==> src/rtl/cpu_pipe_pkg.sv <==
// Shared types and default widths for the MEM stage / MEM-WB slice of the CPU pipeline.
package cpu_pipe_pkg;

  localparam int CP_XLEN    = 64;
  localparam int CP_RD_W    = 5;
  localparam int CP_TIMEOUT = 16;

  typedef enum logic {
    IDLE   = 1'b0,
    ACCESS = 1'b1
  } mem_state_t;

endpackage

==> src/rtl/mem_stage_wb_ctrl_if.sv <==
// Data memory request/acknowledge bus between the MEM stage (master) and the memory (slave).
interface mem_stage_wb_ctrl_if
  import cpu_pipe_pkg::*;
#(
  parameter int XLEN = CP_XLEN
);
  logic            mem_req;
  logic            mem_we;
  logic [XLEN-1:0] mem_addr;
  logic [XLEN-1:0] mem_wdata;
  logic [XLEN-1:0] mem_rdata;
  logic            mem_ack;

  modport master (
    output mem_req, mem_we, mem_addr, mem_wdata,
    input  mem_rdata, mem_ack
  );

  modport slave (
    input  mem_req, mem_we, mem_addr, mem_wdata,
    output mem_rdata, mem_ack
  );
endinterface

==> src/rtl/mem_wb_reg.sv <==
// MEM/WB pipeline register: reset clears, stall inserts a bubble, otherwise loads.
module mem_wb_reg
  import cpu_pipe_pkg::*;
#(
  parameter int XLEN = CP_XLEN,
  parameter int RD_W = CP_RD_W
)(
  input  logic            clk,
  input  logic            reset,
  input  logic            stall,
  input  logic [XLEN-1:0] readdata_next,
  input  logic [XLEN-1:0] alu_result_next,
  input  logic [RD_W-1:0] rd_next,
  input  logic            memtoreg_next,
  input  logic            regwrite_next,
  output logic [XLEN-1:0] wb_readdata,
  output logic [XLEN-1:0] wb_alu_result,
  output logic [RD_W-1:0] wb_rd,
  output logic            wb_memtoreg,
  output logic            wb_regwrite
);

  logic [XLEN-1:0] readdata_reg;
  logic [XLEN-1:0] alu_result_reg;
  logic [RD_W-1:0] rd_reg;
  logic            memtoreg_reg;
  logic            regwrite_reg;

  // A bubble only kills the control bits; data fields keep their old contents.
  always_ff @(posedge clk) begin
    if (reset) begin
      readdata_reg   <= '0;
      alu_result_reg <= '0;
      rd_reg         <= '0;
      memtoreg_reg   <= 1'b0;
      regwrite_reg   <= 1'b0;
    end else if (stall) begin
      memtoreg_reg   <= 1'b0;
      regwrite_reg   <= 1'b0;
    end else begin
      readdata_reg   <= readdata_next;
      alu_result_reg <= alu_result_next;
      rd_reg         <= rd_next;
      memtoreg_reg   <= memtoreg_next;
      regwrite_reg   <= regwrite_next;
    end
  end

  assign wb_readdata   = readdata_reg;
  assign wb_alu_result = alu_result_reg;
  assign wb_rd         = rd_reg;
  assign wb_memtoreg   = memtoreg_reg;
  assign wb_regwrite   = regwrite_reg;

endmodule

==> src/rtl/mem_stage_wb_ctrl.sv <==
// MEM stage: branch resolution, data-memory req/ack handshake with timeout, and MEM/WB register.
module mem_stage_wb_ctrl
  import cpu_pipe_pkg::*;
#(
  parameter int XLEN    = CP_XLEN,
  parameter int RD_W    = CP_RD_W,
  parameter int TIMEOUT = CP_TIMEOUT
)(
  input  logic            clk,
  input  logic            reset,
  input  logic [XLEN-1:0] exm_adderout,
  input  logic            exm_zero,
  input  logic [XLEN-1:0] exm_alu_result,
  input  logic [XLEN-1:0] exm_writedata,
  input  logic [RD_W-1:0] exm_rd,
  input  logic            exm_branch,
  input  logic            exm_memread,
  input  logic            exm_memwrite,
  input  logic            exm_memtoreg,
  input  logic            exm_regwrite,
  input  logic            exm_brinv,
  output logic            pc_redirect,
  output logic [XLEN-1:0] pc_target,
  output logic            stall_o,
  mem_stage_wb_ctrl_if.master mem,
  output logic            mem_err,
  output logic [XLEN-1:0] wb_readdata,
  output logic [XLEN-1:0] wb_alu_result,
  output logic [RD_W-1:0] wb_rd,
  output logic            wb_memtoreg,
  output logic            wb_regwrite
);

  localparam int CNT_W = $clog2(TIMEOUT);

  mem_state_t      state_reg, state_next;
  logic [CNT_W-1:0] cnt_reg;
  logic            mem_req_reg, mem_we_reg, mem_err_reg;
  logic [XLEN-1:0] mem_addr_reg, mem_wdata_reg;

  logic            memop, is_load, taken, timeout, done;
  logic [XLEN-1:0] readdata_next;

  assign memop   = exm_memread | exm_memwrite;
  assign is_load = exm_memread & ~exm_memwrite;   // store wins when both are set
  assign taken   = exm_branch & (exm_brinv ? ~exm_zero : exm_zero);
  assign timeout = (state_reg == ACCESS) & ~mem.mem_ack & (cnt_reg == CNT_W'(TIMEOUT - 1));

  always_ff @(posedge clk) begin
    if (reset) state_reg <= IDLE;
    else       state_reg <= state_next;
  end

  always_comb begin
    state_next = state_reg;
    case (state_reg)
      IDLE:    if (memop) state_next = ACCESS;
      ACCESS:  if (mem.mem_ack | timeout) state_next = IDLE;
      default: state_next = IDLE;
    endcase
  end

  always_comb begin
    stall_o     = 1'b0;
    pc_redirect = 1'b0;
    done        = 1'b0;
    case (state_reg)
      IDLE: begin
        stall_o     = memop;
        pc_redirect = taken;
      end
      ACCESS: begin
        done    = mem.mem_ack | timeout;
        stall_o = ~done;
      end
      default: ;
    endcase
  end

  // Request and its address/data are captured once on entry to ACCESS and held until completion.
  always_ff @(posedge clk) begin
    if (reset) begin
      mem_req_reg   <= 1'b0;
      mem_we_reg    <= 1'b0;
      mem_addr_reg  <= '0;
      mem_wdata_reg <= '0;
      mem_err_reg   <= 1'b0;
      cnt_reg       <= '0;
    end else if (state_reg == IDLE) begin
      if (memop) begin
        mem_req_reg   <= 1'b1;
        mem_we_reg    <= exm_memwrite;
        mem_addr_reg  <= exm_alu_result;
        mem_wdata_reg <= exm_writedata;
        cnt_reg       <= '0;
      end
    end else begin
      if (done) mem_req_reg <= 1'b0;
      else      cnt_reg     <= cnt_reg + CNT_W'(1);
      if (timeout) mem_err_reg <= 1'b1;
    end
  end

  // A timed-out load completes with zero data.
  assign readdata_next = ((state_reg == ACCESS) & is_load & mem.mem_ack) ? mem.mem_rdata : '0;

  assign pc_target     = exm_adderout;
  assign mem.mem_req   = mem_req_reg;
  assign mem.mem_we    = mem_we_reg;
  assign mem.mem_addr  = mem_addr_reg;
  assign mem.mem_wdata = mem_wdata_reg;
  assign mem_err       = mem_err_reg;

  mem_wb_reg #(
    .XLEN (XLEN),
    .RD_W (RD_W)
  ) u_mem_wb_reg (
    .clk             (clk),
    .reset           (reset),
    .stall           (stall_o),
    .readdata_next   (readdata_next),
    .alu_result_next (exm_alu_result),
    .rd_next         (exm_rd),
    .memtoreg_next   (exm_memtoreg),
    .regwrite_next   (exm_regwrite),
    .wb_readdata     (wb_readdata),
    .wb_alu_result   (wb_alu_result),
    .wb_rd           (wb_rd),
    .wb_memtoreg     (wb_memtoreg),
    .wb_regwrite     (wb_regwrite)
  );

endmodule

==> src/flat_wrapper.sv <==
// flat-port wrapper written by rule: the top's interface ports become plain ports
module mem_stage_wb_ctrl_flat import cpu_pipe_pkg::*;
#(
  parameter int XLEN    = CP_XLEN,
  parameter int RD_W    = CP_RD_W,
  parameter int TIMEOUT = CP_TIMEOUT
)
  (clk, reset, exm_adderout, exm_zero, exm_alu_result, exm_writedata, exm_rd, exm_branch, exm_memread, exm_memwrite, exm_memtoreg, exm_regwrite, exm_brinv, pc_redirect, pc_target, stall_o, mem_err, wb_readdata, wb_alu_result, wb_rd, wb_memtoreg, wb_regwrite, mem_mem_req, mem_mem_we, mem_mem_addr, mem_mem_wdata, mem_mem_rdata, mem_mem_ack);
  mem_stage_wb_ctrl_if #(.XLEN(XLEN)) mem_i ();
  input  logic clk;
  input  logic reset;
  input  logic [XLEN-1:0] exm_adderout;
  input  logic exm_zero;
  input  logic [XLEN-1:0] exm_alu_result;
  input  logic [XLEN-1:0] exm_writedata;
  input  logic [RD_W-1:0] exm_rd;
  input  logic exm_branch;
  input  logic exm_memread;
  input  logic exm_memwrite;
  input  logic exm_memtoreg;
  input  logic exm_regwrite;
  input  logic exm_brinv;
  output logic pc_redirect;
  output logic [XLEN-1:0] pc_target;
  output logic stall_o;
  output logic mem_err;
  output logic [XLEN-1:0] wb_readdata;
  output logic [XLEN-1:0] wb_alu_result;
  output logic [RD_W-1:0] wb_rd;
  output logic wb_memtoreg;
  output logic wb_regwrite;
  output wire logic [$bits(mem_i.mem_req)-1:0] mem_mem_req;
  output wire logic [$bits(mem_i.mem_we)-1:0] mem_mem_we;
  output wire logic [$bits(mem_i.mem_addr)-1:0] mem_mem_addr;
  output wire logic [$bits(mem_i.mem_wdata)-1:0] mem_mem_wdata;
  input wire logic [$bits(mem_i.mem_rdata)-1:0] mem_mem_rdata;
  input wire logic [$bits(mem_i.mem_ack)-1:0] mem_mem_ack;
  assign mem_mem_req = mem_i.mem_req;
  assign mem_mem_we = mem_i.mem_we;
  assign mem_mem_addr = mem_i.mem_addr;
  assign mem_mem_wdata = mem_i.mem_wdata;
  assign mem_i.mem_rdata = mem_mem_rdata;
  assign mem_i.mem_ack = mem_mem_ack;
  mem_stage_wb_ctrl #(.XLEN(XLEN), .RD_W(RD_W), .TIMEOUT(TIMEOUT)) u_core (.clk(clk), .reset(reset), .exm_adderout(exm_adderout), .exm_zero(exm_zero), .exm_alu_result(exm_alu_result), .exm_writedata(exm_writedata), .exm_rd(exm_rd), .exm_branch(exm_branch), .exm_memread(exm_memread), .exm_memwrite(exm_memwrite), .exm_memtoreg(exm_memtoreg), .exm_regwrite(exm_regwrite), .exm_brinv(exm_brinv), .pc_redirect(pc_redirect), .pc_target(pc_target), .stall_o(stall_o), .mem(mem_i), .mem_err(mem_err), .wb_readdata(wb_readdata), .wb_alu_result(wb_alu_result), .wb_rd(wb_rd), .wb_memtoreg(wb_memtoreg), .wb_regwrite(wb_regwrite));
endmodule
==> config.mk <==
export PLATFORM = sky130hd
export DESIGN_NAME = mem_stage_wb_ctrl_flat
export DESIGN_NICKNAME = d
export VERILOG_FILES = /design/src/rtl/cpu_pipe_pkg.sv /design/src/rtl/mem_stage_wb_ctrl_if.sv /design/src/rtl/mem_wb_reg.sv /design/src/rtl/mem_stage_wb_ctrl.sv /design/src/flat_wrapper.sv
export SDC_FILE = /design/constraint.sdc
export NUM_CORES = 1
export LEC_CHECK = 0
export CAP_MARGIN = 20
export CORE_AREA = 2 2 237 239
export DETAILED_ROUTE_END_ITERATION = 8
export DIE_AREA = 0 0 239 241
export DONT_BUFFER_PORTS = 1
export MAX_ROUTING_LAYER = met4
export SETUP_SLACK_MARGIN = 0.4
export SLEW_MARGIN = 0
export SYNTH_ARGS = -nofsm -noshare
export SYNTH_HDL_FRONTEND = slang
export SYNTH_SLANG_ARGS = --single-unit
==> constraint.sdc <==
create_clock -name clk -period 1.5 [get_ports clk]
set_input_delay 0.3 -clock clk [delete_from_list [all_inputs] [get_ports clk]]
set_output_delay 0.3 -clock clk [all_outputs]
set_load 0.01 [all_outputs]
* Word level (Yosys, flattened, before mapping)
Index checks and enable logic that the tools add are counted.
Storage, ports and cells: register bits after elaboration 271, input port bits 271, logic and storage cells 49, output and inout port bits 332
Cells by class: eq/ne operators 3, reduce and logical (&&, ||, !) cells 6, add/sub/neg operators 1, muxes and demuxes 14, bitwise logic cells 13
Operators by type and width (count):
- two-way mux 64 bit | 1
- two-way mux 4 bit | 3
- two-way mux 1 bit | 8
- AND reduction 2 bit | 4
- bitwise AND 1 bit | 6
- inverter 1 bit | 5
- adder 4 x 1 -> 4 bit (second input constant) | 1
- == test 4 bit (second input constant) | 1
- inequality test 2 bit (second input constant) | 2
- case mux 1 bit (2 select lines) | 2
- OR 1 bit | 2
- nonzero test 2 bit | 1
- OR reduction 2 bit | 1

* Logic depth before layout (Yosys ltp)
depth in word-level cells 7, mapped depth 7, gate-level depth less buffers 5

* Modules after synthesis
From an unflattened synthesis, not the netlist that was laid out.
Unflattened totals: cells, all modules 1164, area total of the unflattened synthesis 10407.5 µm²
Modules (own cells, without submodules):
- mem_stage_wb_ctrl | times used 1, sequential area each 2722.6 µm², cells an instance 731, area an instance 5659.2 µm²
- mem_wb_reg | times used 1, sequential area each 2702.6 µm², cells an instance 433, area an instance 4748.3 µm²

* Worst setup path before layout
OpenSTA, ideal clock, no wires.
path type register to register, start point register u_core.cnt_reg[0], end point register u_core.u_mem_wb_reg.readdata_reg[10] (netlist: u_core.u_mem_wb_reg.wb_readdata[10]), path buffers 2, stages on the path, launching flop included 8, library setup time 118 ps, data arrival time 1444 ps, data required time 1382 ps, slack -61 ps, period minus slack after synthesis 1561 ps, path through dfxtp_1 ha_1 nand3_1 a21oi_2 inv_2 buf_2 buf_2 a32o_2
Between the ends: cells in the longest elaborated chain, start to end 5
Ends and longest elaborated chain:
- start, declared | line mem_stage_wb_ctrl.sv:37 | logic [CNT_W-1:0] cnt_reg;
- start signal, assigned | line mem_stage_wb_ctrl.sv:99 | else cnt_reg <= cnt_reg + CNT_W'(1);
- == test 4 bit | line mem_stage_wb_ctrl.sv:47 | assign timeout = (state_reg == ACCESS) & ~mem.mem_ack & (cnt_reg == CNT_W'(TIMEOUT - 1));
- bitwise AND 1 bit | line mem_stage_wb_ctrl.sv:47
- OR 1 bit | line mem_stage_wb_ctrl.sv:73 | done = mem.mem_ack | timeout;
- inverter 1 bit | line mem_stage_wb_ctrl.sv:74 | stall_o = ~done;
- case mux 1 bit (2 select lines) | line mem_stage_wb_ctrl.sv:67 | case (state_reg)
- end signal, assigned | line mem_wb_reg.sv:41 | readdata_reg <= readdata_next;
- end, declared | line mem_wb_reg.sv:23 | logic [XLEN-1:0] readdata_reg;
Every way passes these cells. A chain may end at the register's enable or synchronous reset.

* Final worst setup path
start point register u_core.cnt_reg[0], end point output stall_o
Between the ends: cells in the longest elaborated chain, start to end 5
Ends and longest elaborated chain:
- == test 4 bit | line mem_stage_wb_ctrl.sv:47
- bitwise AND 1 bit | line mem_stage_wb_ctrl.sv:47
- OR 1 bit | line mem_stage_wb_ctrl.sv:73
- inverter 1 bit | line mem_stage_wb_ctrl.sv:74
- case mux 1 bit (2 select lines) | line mem_stage_wb_ctrl.sv:67
- end, declared | line flat_wrapper.sv:25 | output logic stall_o;
Every way passes these cells.

==> load_flow_metrics.sql <==
INSERT INTO impl_metrics (metric_group, metric, value, unit) VALUES
('outcome', 'outcome', 'finished with violations', ''),
('outcome', 'failed_checks', 'negative hold slack, negative setup slack', ''),
('placement', 'globalplace.congestion', '0.7441', ''),
('placement', 'dpl_worst_slack', '-0.06972', 'ns'),
('timing', 'layout_min_cycle_time', '1.841', 'ns'),
('route', 'drt-initial-drc-count', '587', ''),
('route', 'first_pass_iters', '5', ''),
('floorplan', 'die_area', '57600', 'sq um'),
('floorplan', 'boundaryPins', '603', ''),
('timing', 'fin_ws', '-0.3410', 'ns'),
('grt', 'number_of_antenna_violations_at_the_first_check_in_global_routing', '3', ''),
('floorplan', 'start_util', '18.45', '%'),
('logic_synthesis', 'synth_adder_area_share', '0.1236', '%'),
('logic_synthesis', 'post-synth-top-area-fraction', '53.58', '%'),
('logic_synthesis', 'synth_area_in_compound_gates', '14.48', '%'),
('logic_synthesis', 'synthMuxAreaShare', '6.822', '%'),
('grt', 'grtUsageTotal', '12.56', '%'),
('clock_network', 'cts-buffers-inserted', '30', ''),
('power_and_ir_drop', 'max-vdd-ir-drop', '0.8545', 'mV'),
('logic_synthesis', 'synth_xor_area_share', '0.08651', '%'),
('logic_synthesis', 'synth-seq-area-share', '53.58', '%'),
('power_and_ir_drop', 'intPower', '0.01387', 'W'),
('worst_setup_path', 'worstPathArrival', '1.54', 'ns'),
('power_and_ir_drop', 'clkPwrFrac', '40.0', '%'),
('clock_network', 'cts_max_level', '1', ''),
('power_and_ir_drop', 'sw_frac_of_total', '27.02', '%'),
('worst_setup_path', 'setup.worst_path.start_class', 'register', ''),
('cells_and_area', 'drive_gt1_share', '35.57', '%'),
('timing', 'timing.final.max_slew_violations', '0', ''),
('grt', 'grt.overflow.total', '0', ''),
('floorplan', 'fp.dieH', '241', 'um'),
('placement', 'dp.final_hpwl', '22250', 'um'),
('clock_network', 'ctsRootBufferMaster', 'clkbuf_16', ''),
('clock_network', 'tritoncts', 'done', ''),
('route', 'detail_route.vias_per_cell', '4.596', ''),
('timing', 'hold_slack', '-0.1835', 'ns'),
('grt', 'grt_pass1_wl', '53270', 'um'),
('logic_synthesis', 'synth_most_common_cell', 'nand2_1', ''),
('cells_and_area', 'fin_nets', '1577', ''),
('logic_synthesis', 'netlist-cell-type-count', '33', ''),
('floorplan', 'floorplan.rows', '86', ''),
('logic_synthesis', 'synth_edf_count', '0', ''),
('worst_setup_path', 'crit_path_max_fanout', '5', ''),
('worst_setup_path', 'r2r_setup_slack', '-0.26', 'ns'),
('logic_synthesis', 'ys.warnings.count', '0', ''),
('worst_setup_path', 'path_class', 'reg -> out', ''),
('worst_setup_path', 'end_kind', 'output pin', ''),
('placement', 'place_area', '10580', 'sq um'),
('logic_synthesis', 'avgSynthCellArea', '9.056', 'sq um'),
('logic_synthesis', 'postSynth.asyncResetShare', '0', '%'),
('floorplan', 'fp.coreArea', '54880', 'sq um'),
('power_and_ir_drop', 'seq_power_share', '43.3', '%'),
('route', 'ant_nets_after_route', '0', ''),
('logic_synthesis', 'syn_area', '10120', 'sq um'),
('flow_run', 'maxCapViolCount', '0', ''),
('cells_and_area', 'multi_input_comb_area', '4098', 'sq um'),
('logic_synthesis', 'synthesis.nets', '1390', ''),
('clock_network', 'clkSinkCount', '271', ''),
('timing', 'report.final.hold_viol_count', '125', ''),
('timing', 'final.setup_skew', '0.01104', 'ns'),
('timing', 'rel_slew_slack', '74.65', '%'),
('placement', 'numPortBuffers', '0', ''),
('timing', 'tightest_slew', '0.3803', 'ns'),
('grt', 'grt_pass1_vias', '8836', ''),
('cells_and_area', 'layout.filler_cells', '5509', ''),
('clock_network', 'clk_pin_slew', '0.06', 'ns'),
('timing', 'final-setup-viol-count', '171', ''),
('route', 'total_number_of_vias', '9339', ''),
('logic_synthesis', 'yosys_most_used_dff', 'dfxtp_1', ''),
('route', 'wl_cell', '22.00', 'um'),
('grt', 'maximum_number_of_pins_on_one_net_before_global_route_repair', '139', '');
## layer usage
metal  track usage, %  share of wire [%]  up-vias
met5                -                  0        -
met3            4.152                9.5      125
met2            20.81                 48      603
li1                 -                  -     4100
met4            6.250                3.9        0
met1            13.50                 38     4511
## final cells by class
class | count | share of cell area, %
antenna | 1 | 0.01578
inverter | 4 | 0.1578
clock buffer | 46 | 6.004
tap | 704 | 5.555
clock inverter | 8 | 0.5208
timing repair buffer | 304 | 25.37
sequential | 271 | 36.54
multi-input combinational | 694 | 25.84
## power by group through the flow
stage,sequential [W],combinational [W],clock [W]
floorplan,0.00822,0.00132,0
global placement,0.00836,0.00132,0
detailed placement,0.00836,0.00138,0
CTS,0.00821,0.00246,0.00781
global route,0.00827,0.00337,0.00809
finish,0.00823,0.00318,0.00760
## path summary, 6_finish.rpt
check                          startpoint                                   to  cells past startpoint
setup / recovery        u_core.cnt_reg[0]                              stall_o                      5
setup reg to reg        u_core.cnt_reg[0]  u_core.u_mem_wb_reg.wb_readdata[16]                      9
hold reg to reg   u_core.mem.mem_wdata[2]              u_core.mem.mem_wdata[2]                      2
hold / removal                      reset               u_core.mem.mem_addr[6]                      1
## kinds of logic (layout without fill, tap and decap cells)
logic type | Yosys count | after routing
compound gates | 209 | 210
xor+xnor | 1 | 1
fa+ha+maj | 1 | 1
buf+inv | 154 | 362
flops | 271 | 271
mux | 69 | 69
other cells | 0 | 1
simple gates | 413 | 413
## through the flow
| step | TNS [ns] | utilization [%] | cells | total power [W] |
|---|---|---|---|---|
| after floorplan | 0 | - | 1118 | 0.009540 |
| after global placement | -0.8249 | 19.28 | 1709 | 0.009682 |
| after detailed placement | -2.711 | 19.28 | 1709 | 0.009747 |
| after CTS | -24.25 | 26.66 | 1973 | 0.01848 |
| after global routing | -37.92 | 28.90 | 2032 | 0.01973 |
| final | -28.35 | 28.90 | 2032 | 0.01901 |
## cell usage in the layout, fill, tap and decap left out, types with 3 or more instances in the layout
| master | instances |
|---|---|
| nand2_1 | 365 |
| dlygate4sd3_1 | 179 |
| a21oi_1 | 112 |
| dfxtp_1 | 106 |
| dfxtp_2 | 100 |
| mux2i_1 | 67 |
| dfxtp_4 | 65 |
| a32o_2 | 60 |
| clkbuf_16 | 47 |
| buf_4 | 29 |
| buf_12 | 24 |
| buf_16 | 22 |
| nand2_2 | 21 |
| a21oi_2 | 21 |
| buf_6 | 19 |
| clkbuf_8 | 12 |
| nand2_4 | 10 |
| buf_8 | 10 |
| bufbuf_16 | 5 |
| a32o_1 | 4 |
| and3_4 | 3 |
| o211ai_1 | 3 |
| clkinv_4 | 3 |
| clkinv_2 | 3 |
| clkbuf_1 | 3 |
## critical path, stage by stage (launching register included)
cell	delay (ns)
dfxtp_4	0.36
ha_4	0.15
nand3_4	0.08
a21oi_4	0.18
inv_4	0.05
buf_12	0.14
## what timing repair did
| item | CTS | global route |
|---|---|---|
| setup buffers | 22 | 18 |
| cloned | 21 | 28 |
| hold buffers | 167 | 12 |
| setup endpoints to repair | 538 | 538 |
| gates resized for setup | 239 | 144 |
| pin swaps | 23 | 14 |
| hold endpoints to repair | 270 | 135 |
Note: power is estimated with default switching activity, not from simulation.
